==> src/rtl/a_wr_pingpong_x2_ram_pkg.sv <==
// Shared constants and types for the ping-pong write controller.
// DATA_W  : width of one data word written into either RAM bank.
// state_e : write-side FSM states (FILL accepts words, STALL drops them).
package a_wr_pingpong_x2_ram_pkg;

  localparam int DATA_W = 16;

  typedef enum logic [0:0] {
    ST_FILL  = 1'b0,
    ST_STALL = 1'b1
  } state_e;

endpackage

==> src/rtl/a_wr_pingpong_x2_ram_if.sv <==
// Bus bundle between the word source/bank reader and the ping-pong
// write controller.
//   data_i, dv_i       : incoming word and its one-cycle valid
//   rd_done_i          : reader finished with bank ctrl_o
//   data_o_*, addr_o_*, we_o_* : write port of RAM 0 / RAM 1
//   ctrl_o             : bank the reader consumes next (read crossbar select)
//   bank_rdy_o         : bank ctrl_o is full and readable
//   ovf_o              : sticky, a word was dropped
// master = source/reader side, slave = controller side.
interface a_wr_pingpong_x2_ram_if
  import a_wr_pingpong_x2_ram_pkg::*;
#(
  parameter int ADDR_W = 8
);

  logic [DATA_W-1:0] data_i;
  logic              dv_i;
  logic              rd_done_i;
  logic [DATA_W-1:0] data_o_0;
  logic [DATA_W-1:0] data_o_1;
  logic [ADDR_W-1:0] addr_o_0;
  logic [ADDR_W-1:0] addr_o_1;
  logic              we_o_0;
  logic              we_o_1;
  logic              ctrl_o;
  logic              bank_rdy_o;
  logic              ovf_o;

  modport master (
    output data_i, dv_i, rd_done_i,
    input  data_o_0, data_o_1, addr_o_0, addr_o_1, we_o_0, we_o_1,
    input  ctrl_o, bank_rdy_o, ovf_o
  );

  modport slave (
    input  data_i, dv_i, rd_done_i,
    output data_o_0, data_o_1, addr_o_0, addr_o_1, we_o_0, we_o_1,
    output ctrl_o, bank_rdy_o, ovf_o
  );

endinterface

==> src/rtl/a_wr_pingpong_x2_ram.sv <==
// Ping-pong write controller for two RAM banks of DEPTH words each.
// Incoming words fill one bank while the reader drains the other; banks
// are handed to the reader strictly in fill order (0,1,0,1,...).  When
// both banks are full the controller stalls and drops words (sticky ovf).
// Ports:
//   clk_i : single clock, all state changes on its rising edge
//   rst_i : asynchronous active-high reset
//   bus   : slave side of a_wr_pingpong_x2_ram_if (see interface header)
module a_wr_pingpong_x2_ram
  import a_wr_pingpong_x2_ram_pkg::*;
#(
  parameter int DEPTH  = 256,
  parameter int ADDR_W = 8
) (
  input  logic                   clk_i,
  input  logic                   rst_i,
  a_wr_pingpong_x2_ram_if.slave  bus
);

  localparam logic [ADDR_W-1:0] LAST_ADDR = ADDR_W'(DEPTH - 1);

  state_e            state_r, state_s;
  logic              wsel_r, wsel_s;
  logic [ADDR_W-1:0] wcnt_r, wcnt_s;
  logic [1:0]        full_r, full_s;
  logic              rsel_r, rsel_s;
  logic              write_s;
  logic              rd_ok_s;

  logic              we0_r, we1_r;
  logic [DATA_W-1:0] data0_r, data1_r;
  logic [ADDR_W-1:0] addr0_r, addr1_r;
  logic              rdy_r;
  logic              ovf_r;

  // Next-state logic: reader release first, then the write side so that a
  // final write in the same cycle sees the freshly freed bank.
  always_comb begin
    state_s = state_r;
    wsel_s  = wsel_r;
    wcnt_s  = wcnt_r;
    full_s  = full_r;
    rsel_s  = rsel_r;
    write_s = 1'b0;
    rd_ok_s = bus.rd_done_i & full_r[rsel_r];

    if (rd_ok_s) begin
      full_s[rsel_r] = 1'b0;
      rsel_s         = ~rsel_r;
    end else begin
      rsel_s = rsel_r;
    end

    case (state_r)
      ST_FILL: begin
        write_s = bus.dv_i;
        if (bus.dv_i) begin
          // DEPTH is a power of two, so the increment wraps to 0 by itself
          wcnt_s = wcnt_r + ADDR_W'(1);
          if (wcnt_r == LAST_ADDR) begin
            full_s[wsel_r] = 1'b1;
            if (!full_s[~wsel_r]) begin
              wsel_s  = ~wsel_r;
              state_s = ST_FILL;
            end else begin
              state_s = ST_STALL;
            end
          end else begin
            state_s = ST_FILL;
          end
        end else begin
          wcnt_s = wcnt_r;
        end
      end
      ST_STALL: begin
        // resume into whichever bank the reader just released
        if (rd_ok_s) begin
          wsel_s  = rsel_r;
          state_s = ST_FILL;
        end else begin
          state_s = ST_STALL;
        end
      end
      default: begin
        state_s = ST_FILL;
      end
    endcase
  end

  // State and registered RAM-side outputs.
  always_ff @(posedge clk_i or posedge rst_i) begin
    if (rst_i) begin
      state_r <= ST_FILL;
      wsel_r  <= 1'b0;
      wcnt_r  <= {ADDR_W{1'b0}};
      full_r  <= 2'b00;
      rsel_r  <= 1'b0;
      we0_r   <= 1'b0;
      we1_r   <= 1'b0;
      data0_r <= {DATA_W{1'b0}};
      data1_r <= {DATA_W{1'b0}};
      addr0_r <= {ADDR_W{1'b0}};
      addr1_r <= {ADDR_W{1'b0}};
      rdy_r   <= 1'b0;
      ovf_r   <= 1'b0;
    end else begin
      state_r <= state_s;
      wsel_r  <= wsel_s;
      wcnt_r  <= wcnt_s;
      full_r  <= full_s;
      rsel_r  <= rsel_s;
      we0_r   <= write_s & ~wsel_r;
      we1_r   <= write_s & wsel_r;
      // the idle bank keeps its last data/address
      if (write_s && !wsel_r) begin
        data0_r <= bus.data_i;
        addr0_r <= wcnt_r;
      end
      if (write_s && wsel_r) begin
        data1_r <= bus.data_i;
        addr1_r <= wcnt_r;
      end
      // registered copy of full[rsel] built from the next-state values
      rdy_r   <= full_s[rsel_s];
      ovf_r   <= ovf_r | (bus.dv_i & (state_r == ST_STALL));
    end
  end

  assign bus.we_o_0     = we0_r;
  assign bus.we_o_1     = we1_r;
  assign bus.data_o_0   = data0_r;
  assign bus.data_o_1   = data1_r;
  assign bus.addr_o_0   = addr0_r;
  assign bus.addr_o_1   = addr1_r;
  assign bus.ctrl_o     = rsel_r;
  assign bus.bank_rdy_o = rdy_r;
  assign bus.ovf_o      = ovf_r;

endmodule

==> src/flat_wrapper.sv <==
// flat-port wrapper written by rule: the top's interface ports become plain ports
module a_wr_pingpong_x2_ram_flat import a_wr_pingpong_x2_ram_pkg::*;
#(
  parameter int DEPTH  = 256,
  parameter int ADDR_W = 8
)
  (clk_i, rst_i, bus_data_i, bus_dv_i, bus_rd_done_i, bus_data_o_0, bus_data_o_1, bus_addr_o_0, bus_addr_o_1, bus_we_o_0, bus_we_o_1, bus_ctrl_o, bus_bank_rdy_o, bus_ovf_o);
  a_wr_pingpong_x2_ram_if #(.ADDR_W(ADDR_W)) bus_i ();
  input  logic clk_i;
  input  logic rst_i;
  input wire logic [$bits(bus_i.data_i)-1:0] bus_data_i;
  input wire logic [$bits(bus_i.dv_i)-1:0] bus_dv_i;
  input wire logic [$bits(bus_i.rd_done_i)-1:0] bus_rd_done_i;
  output wire logic [$bits(bus_i.data_o_0)-1:0] bus_data_o_0;
  output wire logic [$bits(bus_i.data_o_1)-1:0] bus_data_o_1;
  output wire logic [$bits(bus_i.addr_o_0)-1:0] bus_addr_o_0;
  output wire logic [$bits(bus_i.addr_o_1)-1:0] bus_addr_o_1;
  output wire logic [$bits(bus_i.we_o_0)-1:0] bus_we_o_0;
  output wire logic [$bits(bus_i.we_o_1)-1:0] bus_we_o_1;
  output wire logic [$bits(bus_i.ctrl_o)-1:0] bus_ctrl_o;
  output wire logic [$bits(bus_i.bank_rdy_o)-1:0] bus_bank_rdy_o;
  output wire logic [$bits(bus_i.ovf_o)-1:0] bus_ovf_o;
  assign bus_i.data_i = bus_data_i;
  assign bus_i.dv_i = bus_dv_i;
  assign bus_i.rd_done_i = bus_rd_done_i;
  assign bus_data_o_0 = bus_i.data_o_0;
  assign bus_data_o_1 = bus_i.data_o_1;
  assign bus_addr_o_0 = bus_i.addr_o_0;
  assign bus_addr_o_1 = bus_i.addr_o_1;
  assign bus_we_o_0 = bus_i.we_o_0;
  assign bus_we_o_1 = bus_i.we_o_1;
  assign bus_ctrl_o = bus_i.ctrl_o;
  assign bus_bank_rdy_o = bus_i.bank_rdy_o;
  assign bus_ovf_o = bus_i.ovf_o;
  a_wr_pingpong_x2_ram #(.DEPTH(DEPTH), .ADDR_W(ADDR_W)) u_core (.clk_i(clk_i), .rst_i(rst_i), .bus(bus_i));
endmodule
==> config.mk <==
export PLATFORM = sky130hd
export DESIGN_NAME = a_wr_pingpong_x2_ram_flat
export DESIGN_NICKNAME = d
export VERILOG_FILES = /design/src/rtl/a_wr_pingpong_x2_ram_pkg.sv /design/src/rtl/a_wr_pingpong_x2_ram_if.sv /design/src/rtl/a_wr_pingpong_x2_ram.sv /design/src/flat_wrapper.sv
export SDC_FILE = /design/constraint.sdc
export NUM_CORES = 1
export LEC_CHECK = 0
export CAP_MARGIN = 20
export CORE_MARGIN = 1
export CORE_UTILIZATION = 48
export CTS_BUF_LIST = sky130_fd_sc_hd__clkbuf_8 sky130_fd_sc_hd__clkbuf_16
export DETAILED_ROUTE_END_ITERATION = 8
export PLACE_DENSITY = 0.76
export SETUP_SLACK_MARGIN = 0.3
export SYNTH_ARGS = -nofsm -noshare
export SYNTH_HDL_FRONTEND = slang
export SYNTH_SLANG_ARGS = --single-unit
==> constraint.sdc <==
create_clock -name clk_i -period 2.1 [get_ports clk_i]
set_input_delay 0.21 -clock clk_i [delete_from_list [all_inputs] [get_ports clk_i]]
set_output_delay 0.21 -clock clk_i [all_outputs]
set_load 0.05 [all_outputs]
==> implementation parameters <==
Parameter                              Value

Worst setup path
  Buffering stage count on the worst path with inverters included    1
  Cell with the largest stage delay on the worst path    sky130_fd_sc_hd__clkdlybuf4s50_1
  Nature of the critical path startpoint    flip-flop
  Dominant delay contributor by cell family on the critical path    buffers and inverters
  Critical-path maximum fanout    2
  Required @ worst endpoint    1.89 ns
  Largest stage delay on the critical path    0.81 ns
  Crit-path cells    clkdlybuf4s50_1
  Setup CP Type    flip-flop to primary output
  Crit path arrival time    1.51 ns
  Capturing element type of the critical path    primary output

Timing
  Max transition margin    0.6443
  Worst Max-Slew Pin Slew    0.5320 ns
  Total setup violations reported at the end of the flow    0
  Final hold violation count    0
  Achievable frequency    0.5800 GHz
  Max-slew violation count    0
  RSZ-0062 raised after global routing    no
  Post-route minimum period    1.724 ns
  Final critical-path share of the clock period    0.8210
  Final TNS setup    0 ns
  Final worst clock skew    0.009566 ns

Detailed routing
  Number of vias in the routed layout    1668
  Initial DRT Pass Iterations    3
  Drc violations    0
  Number of vias per cell    5.009
  Final Routed Wirelength    4.986 mm
  Iter 0 DRT Violations    78
  Routed len/inst    14.97 um
  Count of antenna-violating nets left after detailed routing    0

Clock tree
  CTS tree    yes
  Clock Tree Root    sky130_fd_sc_hd__clkbuf_8
  Post-CTS Setup Inserts    0
  H-tree level count    3
  Maximum count of clock buffers along a single path    2
  Total number of clock tree sinks    65
  Clock buffer count from CTS    9
  Worst-skew pair later-pin latency    0.33 ns
  Post-cts hold buffer count    0
  Clock-pin slew on the worst setup and hold paths    0.08 ns
  Cts repair resizes    1

GRT
  Global-route total usage across every layer    0.1871
  Number of antenna violations at the first check in global routing    0
  First-pass GRT wire length    8.480 mm
  Number of global-route vias before repair    1686
  Pin count of the biggest net entering global routing    66
  Total grt overflow    0

Cells and area
  Storage cell area    1627 um^2
  Multi-input combinational cell area    1042 um^2
  Number of filler cells placed in the layout    400
  Fraction of layout instances using a drive strength above 1    0.2797
  Area added between synthesis and finish    38.34%
  Count of non-filler cells in the finished layout    333
  Final antenna diode count    0
  NumNets Final    277

Floorplanning
  Effective utilization at floorplan    0.4989
  Die extent in x    77.88 um
  Number of top-level pins    73
  Overall die height    77.88 um
  Total die area    6065 um^2
  Area of the core    5540 um^2
  Placement row count    27

Yosys
  Dominant cell type by area after synthesis    sky130_fd_sc_hd__dfrtp_1
  Post-Syn Nets    200
  Post-synthesis cell type count    35
  Number of register bits inferred by synthesis    65
  Number of enable flip-flop cells after synthesis    0
  Fraction of registers with async set/reset    1.000
  Number of warnings printed during yosys synthesis    0
  Predominant post-synthesis flop cell    sky130_fd_sc_hd__dfrtp_1
  Cell with the most instances after synthesis    sky130_fd_sc_hd__dfrtp_1
  Proportion of synthesized chip area in sequential cells    0.5885
  Leading post-synthesis cells by instance count    sky130_fd_sc_hd__dfrtp_1, sky130_fd_sc_hd__mux2_4, sky130_fd_sc_hd__mux2_2, sky130_fd_sc_hd__nand2_1
  Instance count of the mapped netlist    179
  Synth area leaders    sky130_fd_sc_hd__dfrtp_1, sky130_fd_sc_hd__mux2_4, sky130_fd_sc_hd__mux2_2, sky130_fd_sc_hd__buf_6, sky130_fd_sc_hd__xnor2_1
  Fraction of synthesized cell area taken by the top area cell type    0.5885
  Post-Syn Area per Cell    15.44 um^2
  Combined area of all synthesized cells    2764 um^2

Pwr
  Pwr/cell area    1094 nW/um^2
  NetSw    1.293 mW
  Worst voltage drop across the vdd grid    0.0006963 V
  Part of the total power dissipated in sequential elements    0.389
  Power share of the clock group    0.361
  Internal power    2.892 mW
  Fraction of power consumed by combinational cells    0.250
  Switching power share of the total    0.3089
  Total leakage power    1.727 nW

Place
  Count of buffers from port buffering    72
  DP HPWL    3.324 mm
  Number of placed instances, taps included    317
  Final Wtd Congestion    0.7895

Job
  Max Cap Viol    0

Hold path
  Class of the tightest hold or removal check    primary input to asynchronous set/reset pin

Run status
  Outcome    finished, final reports clean
cells by family after synthesis:
family                   Yosys count  share of synthesized area
XOR/XNOR                           8                    0.02535
flip-flops                        65                     0.5885
multiplexers                      50                     0.2399
AND/OR/NAND/NOR                   30                    0.07062
adder cells (fa/ha/maj)            1                   0.004526
buffers and inverters             11                    0.03440
AO/OA/AOI/OAI                     14                    0.03667
routing by layer:
| layer | up-vias | share of wire | global-route usage |
|---|---|---|---|
| li1 | 788 | - | - |
| met1 | 815 | 0.47 | 0.2605 |
| met2 | 55 | 0.44 | 0.2664 |
| met3 | 10 | 0.065 | 0.05176 |
| met4 | 0 | 0.021 | 0.09623 |
| met5 | - | 0 | 0 |
layout by cell type, fill, tap and decap left out, types with 3 or more instances in the layout:
master,count
sky130_fd_sc_hd__clkdlybuf4s50_1,71
sky130_fd_sc_hd__dfrtp_1,65
sky130_fd_sc_hd__mux2_4,27
sky130_fd_sc_hd__mux2_2,22
sky130_fd_sc_hd__nand2_1,10
sky130_fd_sc_hd__clkbuf_8,9
sky130_fd_sc_hd__xnor2_1,5
sky130_fd_sc_hd__bufinv_16,5
sky130_fd_sc_hd__nand4_1,4
sky130_fd_sc_hd__nand3_1,3
sky130_fd_sc_hd__nor2_1,3
sky130_fd_sc_hd__nand2b_1,3
sky130_fd_sc_hd__xor2_1,3
sequential cells by signal, indices dropped and copies added, names as in the netlist:
name / count
u_core.bus.data_o_0: 16
u_core.bus.addr_o_0: 8
u_core.bus.we_o_0: 1
u_core.state_r: 1
u_core.bus.addr_o_1: 8
u_core.bus.bank_rdy_o: 1
u_core.bus.data_o_1: 16
u_core.bus.we_o_1: 1
u_core.bus.ovf_o: 1
u_core.wsel_r: 1
u_core.wcnt_r: 8
u_core.bus.ctrl_o: 1
u_core.full_r: 2
area by class of cell:
type,instances,area share
Clock inverter,7,0.04352
Inverter,3,0.003927
Multi-Input combinational cell,103,0.2726
Sequential cell,65,0.4254
Tap cell,72,0.02356
Timing Repair Buffer,74,0.1986
Clock buffer,9,0.03240
power by group through the flow:
stage | logic, mW | registers (mW) | clock network [mW]
after floorplan | 0.313 | 2.02 | 0
after global placement | 1.04 | 1.65 | 0
after detailed placement | 1.06 | 1.65 | 0
after CTS | 1.06 | 1.63 | 1.54
after global routing | 1.10 | 1.66 | 1.59
final | 1.05 | 1.63 | 1.51
worst reg2reg max path, delay by kind of cell (launching register included):
kind                   cells  cell delay (ns)
buffers and inverters      1             0.21
muxes                      1             0.35
DFF                        1             0.48
and+or+nand+nor            2             0.47
final timing paths:
check,startpoint,cells after the start,slack (ns),end
min,rst_i,3,0.32,u_core.bus.data_o_1[11]
max reg2reg,u_core.state_r,4,0.49,u_core.bus.addr_o_0[1]
max,u_core.bus.data_o_1[11],1,0.38,bus_data_o_1[11]
min in group clk_i,u_core.bus.ovf_o,1,0.46,u_core.bus.ovf_o
max in group asynchronous,rst_i,3,1.51,u_core.wcnt_r[3]
min reg2reg,u_core.bus.ovf_o,1,0.46,u_core.bus.ovf_o
metrics by stage:
stage / worst slack, ns / hold WS [ns] / util / area (um^2) / power (mW)
after floorplan: 0.5351 / 0.3269 / - / 2768 / 2.329
after global placement: 0.2648 / 0.4389 / 0.6380 / 3535 / 2.690
after detailed placement: 0.2370 / 0.4479 / 0.6380 / 3535 / 2.707
after CTS: 0.3646 / 0.3366 / 0.6902 / 3824 / 4.220
after global routing: 0.3168 / 0.3555 / 0.6902 / 3824 / 4.345
final: 0.3760 / 0.3237 / 0.6902 / 3824 / 4.185
No activity file was read; power rests on OpenSTA's default activity.
